File: src/rtl/div8_pkg.sv
// rtl/div8_pkg.sv - shared state encoding and default width for the div8_seq divider
package div8_pkg;

    localparam int DIV8_W = 8;

    typedef enum logic [1:0] {
        IDLE = 2'd0,
        CALC = 2'd1,
        DONE = 2'd2
    } state_e;

endpackage

File: src/rtl/div8_addsub.sv
// rtl/div8_addsub.sv - N-bit combinational add/subtract stage with carry (no-borrow) out
module div8_addsub #(
    parameter int N = 9
) (
    input  logic [N-1:0] a_i,
    input  logic [N-1:0] b_i,
    input  logic         sub_i,
    output logic [N-1:0] y_o,
    output logic         cout_o
);

    logic [N:0] sum;

    // Subtraction is a + ~b + 1, so cout_o = 1 means a >= b
    assign sum    = {1'b0, a_i} + {1'b0, (sub_i ? ~b_i : b_i)} + {{N{1'b0}}, sub_i};
    assign y_o    = sum[N-1:0];
    assign cout_o = sum[N];

endmodule

File: src/rtl/div8_seq.sv
// rtl/div8_seq.sv - sequential restoring divider, W cycles per op; DIV8_SIGNED_EN adds signed_op
module div8_seq
    import div8_pkg::*;
#(
    parameter int W = DIV8_W
) (
    input  logic         clk,
    input  logic         rst_n,
    input  logic         in_valid,
    output logic         in_ready,
    input  logic [W-1:0] dividend,
    input  logic [W-1:0] divisor,
    output logic         out_valid,
    input  logic         out_ready,
    output logic [W-1:0] quo,
    output logic [W-1:0] rem,
`ifdef DIV8_SIGNED_EN
    input  logic         signed_op,
`endif
    output logic         dz
);

    localparam logic [W-1:0] LAST_ITER = W'(W - 1);

    state_e       state_q, state_d;
    logic [W-1:0] cnt_q, cnt_d;
    logic [W-1:0] part_q, part_d;
    logic [W-1:0] acc_q, acc_d;
    logic [W-1:0] dvs_q, dvs_d;
    logic [W-1:0] quo_q, quo_d;
    logic [W-1:0] rem_q, rem_d;
    logic         dz_q, dz_d;
`ifdef DIV8_SIGNED_EN
    logic         qneg_q, qneg_d;
    logic         rneg_q, rneg_d;

    function automatic logic [W-1:0] neg2(input logic [W-1:0] x);
        return ~x + 1'b1;
    endfunction
`endif

    // acc_q shifts dividend bits out of its MSB while quotient bits enter at its LSB
    logic [W:0]   trial;
    logic [W:0]   diff;
    logic         no_borrow;
    logic         diff_msb_unused;
    logic [W-1:0] next_part;
    logic [W-1:0] next_acc;

    assign trial = {part_q, acc_q[W-1]};

    div8_addsub #(.N(W + 1)) u_trial (
        .a_i    (trial),
        .b_i    ({1'b0, dvs_q}),
        .sub_i  (1'b1),
        .y_o    (diff),
        .cout_o (no_borrow)
    );

    assign diff_msb_unused = diff[W];
    assign next_part       = no_borrow ? diff[W-1:0] : trial[W-1:0];
    assign next_acc        = {acc_q[W-2:0], no_borrow};

    always_comb begin
        state_d = state_q;
        cnt_d   = cnt_q;
        part_d  = part_q;
        acc_d   = acc_q;
        dvs_d   = dvs_q;
        quo_d   = quo_q;
        rem_d   = rem_q;
        dz_d    = dz_q;
`ifdef DIV8_SIGNED_EN
        qneg_d  = qneg_q;
        rneg_d  = rneg_q;
`endif
        case (state_q)
            IDLE: begin
                if (in_valid) begin
                    state_d = CALC;
                    cnt_d   = '0;
                    part_d  = '0;
`ifdef DIV8_SIGNED_EN
                    qneg_d  = signed_op & (dividend[W-1] ^ divisor[W-1]);
                    rneg_d  = signed_op & dividend[W-1];
                    acc_d   = (signed_op && dividend[W-1]) ? neg2(dividend) : dividend;
                    dvs_d   = (signed_op && divisor[W-1]) ? neg2(divisor) : divisor;
`else
                    acc_d   = dividend;
                    dvs_d   = divisor;
`endif
                end
            end
            CALC: begin
                part_d = next_part;
                acc_d  = next_acc;
                cnt_d  = cnt_q + 1'b1;
                if (cnt_q == LAST_ITER) begin
                    state_d = DONE;
                    dz_d    = (dvs_q == '0);
`ifdef DIV8_SIGNED_EN
                    quo_d   = (dvs_q == '0) ? '1 : (qneg_q ? neg2(next_acc) : next_acc);
                    rem_d   = rneg_q ? neg2(next_part) : next_part;
`else
                    // A zero divisor never borrows, so quo is all ones and rem the dividend
                    quo_d   = next_acc;
                    rem_d   = next_part;
`endif
                end
            end
            DONE: begin
                if (out_ready) begin
                    state_d = IDLE;
                end
            end
            default: state_d = IDLE;
        endcase
    end

    always_ff @(posedge clk or negedge rst_n) begin
        if (!rst_n) begin
            state_q <= IDLE;
            cnt_q   <= '0;
            part_q  <= '0;
            acc_q   <= '0;
            dvs_q   <= '0;
            quo_q   <= '0;
            rem_q   <= '0;
            dz_q    <= 1'b0;
`ifdef DIV8_SIGNED_EN
            qneg_q  <= 1'b0;
            rneg_q  <= 1'b0;
`endif
        end else begin
            state_q <= state_d;
            cnt_q   <= cnt_d;
            part_q  <= part_d;
            acc_q   <= acc_d;
            dvs_q   <= dvs_d;
            quo_q   <= quo_d;
            rem_q   <= rem_d;
            dz_q    <= dz_d;
`ifdef DIV8_SIGNED_EN
            qneg_q  <= qneg_d;
            rneg_q  <= rneg_d;
`endif
        end
    end

    assign in_ready  = (state_q == IDLE);
    assign out_valid = (state_q == DONE);
    assign quo       = quo_q;
    assign rem       = rem_q;
    assign dz        = dz_q;

endmodule

File: config.mk
export PLATFORM = sky130hd
export DESIGN_NAME = div8_seq
export DESIGN_NICKNAME = d
export VERILOG_FILES = /design/src/rtl/div8_pkg.sv /design/src/rtl/div8_addsub.sv /design/src/rtl/div8_seq.sv
export SDC_FILE = /design/constraint.sdc
export NUM_CORES = 1
export LEC_CHECK = 0
export ABC_AREA = 1
export BUFFER_PORTS_ARGS = -buffer_cell sky130_fd_sc_hd__buf_4
export CAP_MARGIN = 20
export CORE_MARGIN = 2
export CORE_UTILIZATION = 55
export DETAILED_ROUTE_END_ITERATION = 6
export GPL_TIMING_DRIVEN = 0
export PLACE_DENSITY = 0.77
export SYNTH_ARGS = -nofsm -noshare
export SYNTH_HDL_FRONTEND = slang
export SYNTH_SLANG_ARGS = --single-unit
File: constraint.sdc
create_clock -name clk -period 2.7 [get_ports clk]
set_input_delay 0.27 -clock clk [delete_from_list [all_inputs] [get_ports clk]]
set_output_delay 0.27 -clock clk [all_outputs]
set_load 0.02 [all_outputs]
==> run metrics, run 1 <==
top cells by area, synth dfrtp_1 48%, nand2_1 15%, inv_1 6.1%, o21ai_0 4.3%, ha_1 4.2%; area grow syn2layout 17.5%; Slew Viols, Final 0; final hold vios 43; initial antenna violation count 0; largest net degree at the start of global routing 52; routability cong. 0.868; cells along the critical path ha_1 > nand2_2 > inv_2 > nand2_1 > nand2_1 > nand2_2 > nand3_2 > buf_6 > nand3_2 > nand2_1 > nand2_1 > nand2_1; ys async rst share 100%; CTS sink cnt 51; IO buf count 38; register area share after synthesis 48.0%; status finished, violations left; peak supply drop 0.000711 V; htree depth 2; Placed Cells 417; vias per cell 5.37; initial core utilization 56.7%; Finished Cell Area 0.00313 mm²; most common cell after layout, fill and taps aside nand2_1; Setup TNS 0 ps; Clock Latency Late Sink 300 ps; hold_buf cts 0; share of cells above drive strength 1 19.1%; Antenna Nets Post-Route 0; Cells after Synth 325; Mean Syn Cell Area 8.19 µm²; io pins 39; Routed WL 5.95 mm; ys flop type dfrtp_1; Mapped Area 0.00266 mm²; Critical Path Start Type flop; crit-path max cell delay 430 ps; diode count 0; R2R depth 12; Final Non-Filler Cells 425; Clock Skews 8.63 ps; DRC viols 0; EDFF count, synth 0; first-pass GRT wire length 10.4 mm; Crit Path Max Fanout 10; min Tclk post-route 1890 ps; Synth Warn # 0; routed vias 2281; TritonCTS Buffers 5; Hold Path Class input port to async pin; Slew @ Worst Pin 632 ps; clk root buf clkbuf_8; Fill cells 415; crit share post-route 70.0%; Fin Hold WS -18.1 ps; max-cap violations 0; syn nets 355; Total Die Area 0.00541 mm²; WL/cell 14.0 µm; Setup crit end kind flop; CTS tree done; Peak Freq 529 MHz; Setup violations, final 0; Final Net Count 400; post-cts resize count 0; Yosys reg bits 51; CTS Buffer Depth 2; count of different cell masters after synthesis 32; violations in the final reports hold timing; Worst path depth 12; Die H 73.6 µm; CP most frequent cell nand2_1; Total Routing Usage GR 24.6%; Setup CP Type flop to flop; Worst Path Arrival 2090 ps; Post-DP HPWL 4.46 mm; RSZ-0062 raised after global routing false; core area 0.00469 mm²; post-synth top area cell dfrtp_1; CP top delay family simple AND/OR/NAND/NOR gates; relative slew slack 57.9%; Worst-path clk slew 90 ps; number of global-route vias before repair 2234; commonest non-fill, non-tap cells in the layout 104 x nand2_1, 51 x dfrtp_1, 43 x inv_1, 38 x buf_4, 23 x o21ai_0; postcts setup bufs 0; slowest cell on the critical path dfrtp_1; top cell type's share of synthesized area 48.0%; Iteration-0 DRC Markers 155; Pre-antenna DRT Iters 4; Leakage 1.68 nW; GR Overflow Total 0; CP bufs+invs 2; Die Wd 73.6 µm; dpl cell area 0.00301 mm²; CP required 2900 ps; power per cell area 1440 mW/mm²; FP Rows 25
-- registers in the layout (all words and copies together), names as in the netlist --
name and count:
acc_q 8, rem 8, quo 8, state_q 2, cnt_q 8, part_q 8, dvs_q 8, dz 1
-- kinds of logic after synthesis --
group                    share of synthesized area, %
AO/OA/AOI/OAI                                    11.1
XOR/XNOR                                        0.987
AND/OR/NAND/NOR                                  26.5
adder cells (fa/ha/maj)                          4.98
buffers and inverters                            8.51
flip-flops                                       48.0
-- layer usage --
layer	up-vias	share of wire [%]	global-route usage, %
met2	56	49	40.0
li1	1138	-	-
met5	-	0	0
met3	6	4.1	4.94
met4	0	0.86	6.87
met1	1081	46	33.7
-- through the flow --
step	power [W]	setup slack (ps)	hold slack [ps]	utilization [%]
after floorplan	0.00326	1040	-25.6	-
after global placement	0.00387	841	335	64.2
after detailed placement	0.00396	824	337	64.2
after CTS	0.00450	806	8.07	66.6
after global routing	0.00494	611	41.8	66.6
final	0.00450	809	-18.1	66.6
-- final cells by class --
type / count / area (µm²) / share of cell area, %
Tap cell: 54 / 67.6 / 2.16
Clock inverter: 3 / 43.8 / 1.40
Clock buffer: 5 / 68.8 / 2.20
Inverter: 47 / 176 / 5.64
Sequential cell: 51 / 1280 / 40.8
Buffer: 9 / 50.0 / 1.60
Timing Repair Buffer: 38 / 285 / 9.12
Multi-Input combinational cell: 218 / 1160 / 37.1
-- final timing paths --
check                                       from                     end  slack [ps]
max                        part_q[3]$_DFFE_PN0P_      rem[6]$_DFFE_PN0P_         810
min                                        rst_n    dvs_q[6]$_DFFE_PN0P_         -20
max reg2reg                part_q[3]$_DFFE_PN0P_      rem[6]$_DFFE_PN0P_         810
min reg2reg                   quo[0]$_DFFE_PN0P_      quo[0]$_DFFE_PN0P_         480
max in group asynchronous                  rst_n   part_q[4]$_DFFE_PN0P_        2290
min in group clk                       out_ready  state_q[1]$_DFFE_PN0P_         140
-- Yosys cell counts, types with 2 or more instances --
master,instances
inv_1,43
nand2_1,104
nor2_1,10
dfrtp_1,51
nor2_4,2
ha_1,9
o21ai_0,23
buf_2,7
nand2_2,2
nand3_2,4
o31ai_1,2
nand4_1,10
inv_2,4
o21ai_1,8
nor4_1,3
a21oi_1,5
a22oi_1,7
nand3_1,16
xor2_1,2
-- power by group --
| group | total, W | internal [W] | switching (W) |
|---|---|---|---|
| Sequential | 0.00134 | 0.00112 | 0.000223 |
| Combinational | 0.00263 | 0.000981 | 0.00164 |
| Clock | 0.000533 | 0.000276 | 0.000256 |
| Total | 0.00450 | 0.00238 | 0.00212 |
(Power assumes the default switching activity.)
==> run 2, diff against run 1 <==
--- a/config.mk
+++ b/config.mk
@@ -5,14 +5,14 @@
 export SDC_FILE = /design/constraint.sdc
 export NUM_CORES = 1
 export LEC_CHECK = 0
-export ABC_AREA = 1
+export ABC_AREA = 0
 export BUFFER_PORTS_ARGS = -buffer_cell sky130_fd_sc_hd__buf_4
 export CAP_MARGIN = 20
 export CORE_MARGIN = 2
-export CORE_UTILIZATION = 55
+export CORE_UTILIZATION = 51
 export DETAILED_ROUTE_END_ITERATION = 6
 export GPL_TIMING_DRIVEN = 0
-export PLACE_DENSITY = 0.77
+export PLACE_DENSITY = 0.75
 export SYNTH_ARGS = -nofsm -noshare
 export SYNTH_HDL_FRONTEND = slang
 export SYNTH_SLANG_ARGS = --single-unit
==> constraint.sdc (replaced) <==
create_clock -name clk -period 1.5 [get_ports clk]
set_input_delay 0.15 -clock clk [delete_from_list [all_inputs] [get_ports clk]]
set_output_delay 0.15 -clock clk [all_outputs]
set_load 0.02 [all_outputs]
==> run 2 against run 1 <==
  * The run ends with setup timing left
  * Total power grew 140%
  * Area after synthesis shrank 1.4%
  * Combinational power grew to 2.8 times the previous value
  * Global-route usage grew 0.59 points
  * Synthesized cell count shrank 14%
  * Worst setup slack lost 1300 ps
  * Die area grew 6.0%
  * Cell count grew 0.94%
  * Critical path depth shrank 4
  * Highest routed layer unchanged
==> run metrics, run 2 <==
post-synth top area cell dfrtp_1; peak supply drop 0.00171 V; Setup crit end kind flop; Sw Share 45.5%; commonest non-fill, non-tap cells in the layout 62 x buf_4, 60 x nand2_1, 49 x dfrtp_1, 20 x o21ai_0, 11 x inv_1; Leakage 1.73 nW; routed vias 2398; status finished, violations left; Hold Path Class input port to flop; Final Net Count 388; Worst Path Arrival 2250 ps; final hold vios 0; Crit Path Max Fanout 3; Gate power share 68.8%; Switch Pwr 0.00487 W; syn nets 311; diode count 0; Fin Hold WS 29.7 ps; Iteration-0 DRC Markers 240; htree depth 2; IO buf count 38; cells along the critical path inv_1 > ha_2 > fa_2 > nand2b_4 > a2111o_1 > o311ai_2 > mux2i_4 > o21ai_2; most common cell after layout, fill and taps aside buf_4; Die H 75.7 µm; Clock Skews 14.1 ps; EDFF count, synth 0; initial antenna violation count 0; internal reg-to-reg setup slack -500 ps; clk root buf clkbuf_8; Setup violations, final 29; Slew @ Worst Pin 636 ps; Int Pwr 0.00584 W; Cells after Synth 281; crit share post-route 133%; Peak Freq 500 MHz; Yosys reg bits 51; max-cap violations 0; Mean Syn Cell Area 9.34 µm²; WL/cell 17.2 µm; io pins 39; min Tclk post-route 2000 ps; Die Wd 75.7 µm; core area 0.00504 mm²; relative slew slack 57.6%; Total Routing Usage GR 25.2%; largest net degree at the start of global routing 52; PnR worst setup slack -501 ps; area grow syn2layout 43.3%; GR Overflow Total 0; Worst-path clk slew 100 ps; CP required 1750 ps; violations in the final reports setup timing; Pre-antenna DRT Iters 5; number of global-route vias before repair 2236; crit-path max cell delay 370 ps; count of different cell masters after synthesis 46; sequential power share 23.6%; top cell type's share of synthesized area 48.6%; Antenna Nets Post-Route 0; initial core utilization 52.0%; CTS tree done; CTS sink cnt 51; vias per cell 5.59; Slew Viols, Final 0; Routed WL 7.39 mm; slowest cell on the critical path fa_2; CTS Buffer Depth 2; ys async rst share 100%; final core utilization 74.6%; FP Rows 26; DRC viols 0; Total Die Area 0.00573 mm²; TritonCTS Buffers 5; Critical Path Start Type flop; ys flop type dfrtp_1; top cells by area, synth dfrtp_1 49%, nand2_1 9.9%, o21ai_0 4.4%, ha_1 4.3%, nand3_1 2.1%; RSZ-0062 raised after global routing true; Clock Latency Late Sink 320 ps; Synth Warn # 0; top cell types by occurrence after synthesis 69 x nand2_1, 51 x dfrtp_1, 23 x o21ai_0; Mapped Area 0.00262 mm²; top-count cell post-synth nand2_1; Post-DP HPWL 4.27 mm; share of cells above drive strength 1 42.1%; power per cell area 2850 mW/mm²; Setup CP Type flop to flop; routability cong. 0.829; first-pass GRT wire length 10.7 mm; register area share after synthesis 48.6%; Clk network pwr share 7.5%
run 2: cell count changes after synthesis, sizes merged, moves of 2 or more:
cell,delta
nand2b,+4
nand3,-10
o21ai,+4
nor2b,+5
mux2,+2
and3,+5
nand4,-7
inv,-35
o211ai,+2
clkbuf,+5
nand2,-36
a31oi,+2
a211oi,+2
mux2i,+5
run 2: repair_timing:
action / in CTS / in global routing
gates resized for setup: 38 / 47
hold buffers: 1 / 0
setup buffers: 19 / 10
hold endpoints to repair: 51 / 0
cloned: 1 / 1
endpoints found under the setup margin: 42 / 40
pin swaps: 20 / 13
run 2: worst max-delay path: cells and delay by family, from the launching register on:
family | cells | cell delay [ps]
muxes | 1 | 140
AOI/OAI and AO/OA | 3 | 620
buffers and inverters | 1 | 80
DFF | 1 | 330
and+or+nand+nor | 1 | 170
adders and majority gates | 2 | 580
run 2: worst paths after layout:
kind / start / endpoint / cells after the start
setup / recovery: acc_q[7]$_DFFE_PN0P_ / part_q[6]$_DFFE_PN0P_ / 8
hold / removal: divisor[6] / dvs_q[6]$_DFFE_PN0P_ / 3
setup reg to reg: acc_q[7]$_DFFE_PN0P_ / part_q[6]$_DFFE_PN0P_ / 8
hold reg to reg: quo[7]$_DFFE_PN0P_ / quo[7]$_DFFE_PN0P_ / 2
max in group asynchronous: rst_n / part_q[1]$_DFFE_PN0P_ / 2
min in group asynchronous: rst_n / quo[5]$_DFFE_PN0P_ / 2
run 2: final cells by class:
class / count / area, µm²
Multi-Input combinational cell: 204 / 1540
Fill cell: 326 / 1280
Sequential cell: 51 / 1280
Timing Repair Buffer: 70 / 586
Buffer: 14 / 134
Tap cell: 70 / 87.6
Clock buffer: 6 / 72.6
Inverter: 12 / 45.0
Clock inverter: 2 / 12.5
run 2: stage by stage:
step	setup slack, ps	cell area (µm²)	total power [W]	setup TNS, ps	std cells
final	-501	3760	0.0107	-9250	429
after global routing	-565	3760	0.0113	-10980	429
after floorplan	-329	2690	0.00608	-4690	281
after detailed placement	-579	3070	0.00734	-10120	389
after global placement	-560	3070	0.00721	-9300	389
after CTS	-456	3490	0.00950	-8010	418
run 2: routing by layer:
layer	GRT usage (%)	wire, µm	up-vias
li1	-	-	1128
met1	32.4	3010	1166
met2	43.9	3830	85
met3	3.57	371	19
met4	8.19	190	0
met5	0	0	-
run 2: logic make-up after synthesis:
kind of cell	synth area share, %
AOI/OAI and AO/OA	16.3
xor gates and xnor gates	1.34
buffers and inverters	4.77
DFF	48.6
and+or+nand+nor	20.8
muxes	3.05
adders and majority gates	5.05
run 2: power by group through the flow:
stage               Combinational (W)  Clock [W]  Sequential (W)
global route                  0.00784   0.000862         0.00260
finish                        0.00737   0.000808         0.00253
CTS                           0.00620   0.000811         0.00250
floorplan                     0.00345          0         0.00263
global placement              0.00473          0         0.00248
detailed placement            0.00483          0         0.00251
==> run 3, diff against run 2 <==
--- a/config.mk
+++ b/config.mk
@@ -16,3 +16,4 @@
 export SYNTH_ARGS = -nofsm -noshare
 export SYNTH_HDL_FRONTEND = slang
 export SYNTH_SLANG_ARGS = --single-unit
+export TNS_END_PERCENT = 1
==> constraint.sdc (replaced) <==
create_clock -name clk -period 1.5 [get_ports clk]
set_input_delay 0.075 -clock clk [delete_from_list [all_inputs] [get_ports clk]]
set_output_delay 0.075 -clock clk [all_outputs]
set_load 0.02 [all_outputs]
==> run 3 against run 2 <==
  * The run still ends with setup timing left
  * Sequential power hardly changed
  * Fmax about the same
  * Clock skew down 2.0 ps
  * Worst setup slack worse by 1.5 ps
  * Sequential share of layout area is 1.4 points higher
  * Register-to-register slack barely moved
  * Count of clock-buffer cells in the layout down 1
  * Non-clock buffer count shrank 6
  * First-iteration DRC count shrank 34%
  * Utilization fell by 3.1 points
  * Hold slack got worse by 14 ps
==> run metrics, run 3 (synthesized netlist as in run 2, its figures left out) <==
status finished, violations left; violations in the final reports setup timing; Crit Path Max Fanout 3; Post-DP HPWL 4.28 mm; DRC viols 0; area grow syn2layout 37.4%; RSZ-0062 raised after global routing true; Total Die Area 0.00573 mm²; vias per cell 5.54; routed vias 2345; Leakage 1.67 nW; initial core utilization 52.0%; WL/cell 15.6 µm; Hold Path Class input port to flop; PnR worst setup slack -502 ps; Finished Cell Area 0.00360 mm²; Worst-path clk slew 100 ps; CTS Buffer Depth 2; Setup violations, final 27; FF+latch area 0.00128 mm²; max-cap violations 0; pre-CTS setup slack -603 ps; Routed WL 6.61 mm; routability cong. 0.888; Iteration-0 DRC Markers 159; number of global-route vias before repair 2244; final hold vios 0; power per cell area 2770 mW/mm²; first-pass GRT wire length 10.7 mm; multi-input combinational cell area 0.00142 mm²; Total Routing Usage GR 25.0%; Clock Skews 12.1 ps; Slew Viols, Final 0; Setup crit end kind flop; crit-path max cell delay 440 ps; Die H 75.7 µm; diode count 0; Worst Path Arrival 2250 ps; CP required 1750 ps; Critical Path Start Type flop; Final Net Count 382; commonest non-fill, non-tap cells in the layout 69 x nand2_1, 50 x dfrtp_1, 49 x buf_4, 20 x o21ai_0, 15 x dlygate4sd3_1; GR Overflow Total 0; most common cell after layout, fill and taps aside nand2_1; TritonCTS Buffers 5; htree depth 2; CTS sink cnt 51; Fin Hold WS 15.5 ps; min Tclk post-route 2000 ps; slowest cell on the critical path dfrtp_1; Die Wd 75.7 µm; share of cells above drive strength 1 31.2%; Pre-antenna DRT Iters 4; Setup CP Type flop to flop; Fill cells 375; Slew @ Worst Pin 630 ps; FP Rows 26; final core utilization 71.5%; crit share post-route 133%; Antenna Nets Post-Route 0; peak supply drop 0.00126 V; cells along the critical path inv_2 > ha_4 > nand2b_4 > a2111oi_4 > nor2_4 > buf_6 > mux2_4 > o21ai_2; clk root buf clkbuf_8; CTS tree done; largest net degree at the start of global routing 52; Clock Latency Late Sink 310 ps; IO buf count 38; dpl cell area 0.00303 mm²; relative slew slack 58.0%; Peak Freq 499 MHz; initial antenna violation count 0; io pins 39; core area 0.00504 mm²
run 3: cell count changes in the layout (fill, tap and decap cells not counted), sizes merged:
cell | previous run | this run
clkbuf | 12 | 10
buf | 77 | 57
inv | 12 | 13
clkinvlp | 1 | 0
bufbuf | 0 | 1
dlygate4sd3 | 1 | 15
bufinv | 0 | 1
run 3: metal layers:
metal  part of all wire [%]  GRT usage, %  wire (µm)
met5                      0             0          0
met4                    2.2          8.19        146
met3                    5.6          6.08        369
met2                     48          40.0       3210
met1                     44          33.6       2890
run 3: worst max-delay path: cells and delay by family (launching register included):
kind / cells / cell delay, ps
muxes: 1 / 310
buffers and inverters: 2 / 210
AOI/OAI and AO/OA: 2 / 530
DFF: 1 / 440
and+or+nand+nor: 2 / 170
adders and majority gates: 1 / 270
run 3: report_power, final:
part	switching [W]	internal (W)
clock network	0.000481	0.000506
registers	0.000496	0.00201
logic	0.00341	0.00309
run 3: final timing paths:
kind | startpoint | to | slack, ps | cells past startpoint
max | dvs_q[1]$_DFFE_PN0P_ | part_q[1]$_DFFE_PN0P_ | -500 | 8
min | dividend[7] | acc_q[7]$_DFFE_PN0P_ | 20 | 2
max reg2reg | dvs_q[1]$_DFFE_PN0P_ | part_q[1]$_DFFE_PN0P_ | -500 | 8
min reg2reg | quo[3]$_DFFE_PN0P_ | quo[3]$_DFFE_PN0P_ | 480 | 2
max in group asynchronous | rst_n | part_q[3]$_DFFE_PN0P_ | 730 | 2
min in group asynchronous | rst_n | quo[4]$_DFFE_PN0P_ | 310 | 2
run 3: area by class of cell:
| cell class | count | area share (%) |
|---|---|---|
| repair buffers | 64 | 15.2 |
| inverters | 12 | 1.25 |
| multi-input cells | 204 | 39.4 |
| flip-flops and latches | 51 | 35.4 |
| well taps | 70 | 2.43 |
| clock buffers | 5 | 1.91 |
| clock inverters | 3 | 1.32 |
| plain buffers | 14 | 3.05 |
run 3: repair_timing:
item | in CTS | in global routing
pin swaps | 8 | 6
setup buffers | 7 | 3
hold buffers | 15 | 0
endpoints found under the hold margin | 65 | 0
endpoints found under the setup margin | 43 | 33
cloned | 1 | 0
gates resized for setup | 30 | 19
run 3: through the flow:
stage | setup TNS (ps) | cells | power (W)
after global routing | -12320 | 423 | 0.0107
final | -9670 | 423 | 0.0100
after detailed placement | -11710 | 389 | 0.00728
after CTS | -9680 | 420 | 0.00950
after global placement | -10820 | 389 | 0.00712
after floorplan | -6050 | 281 | 0.00600
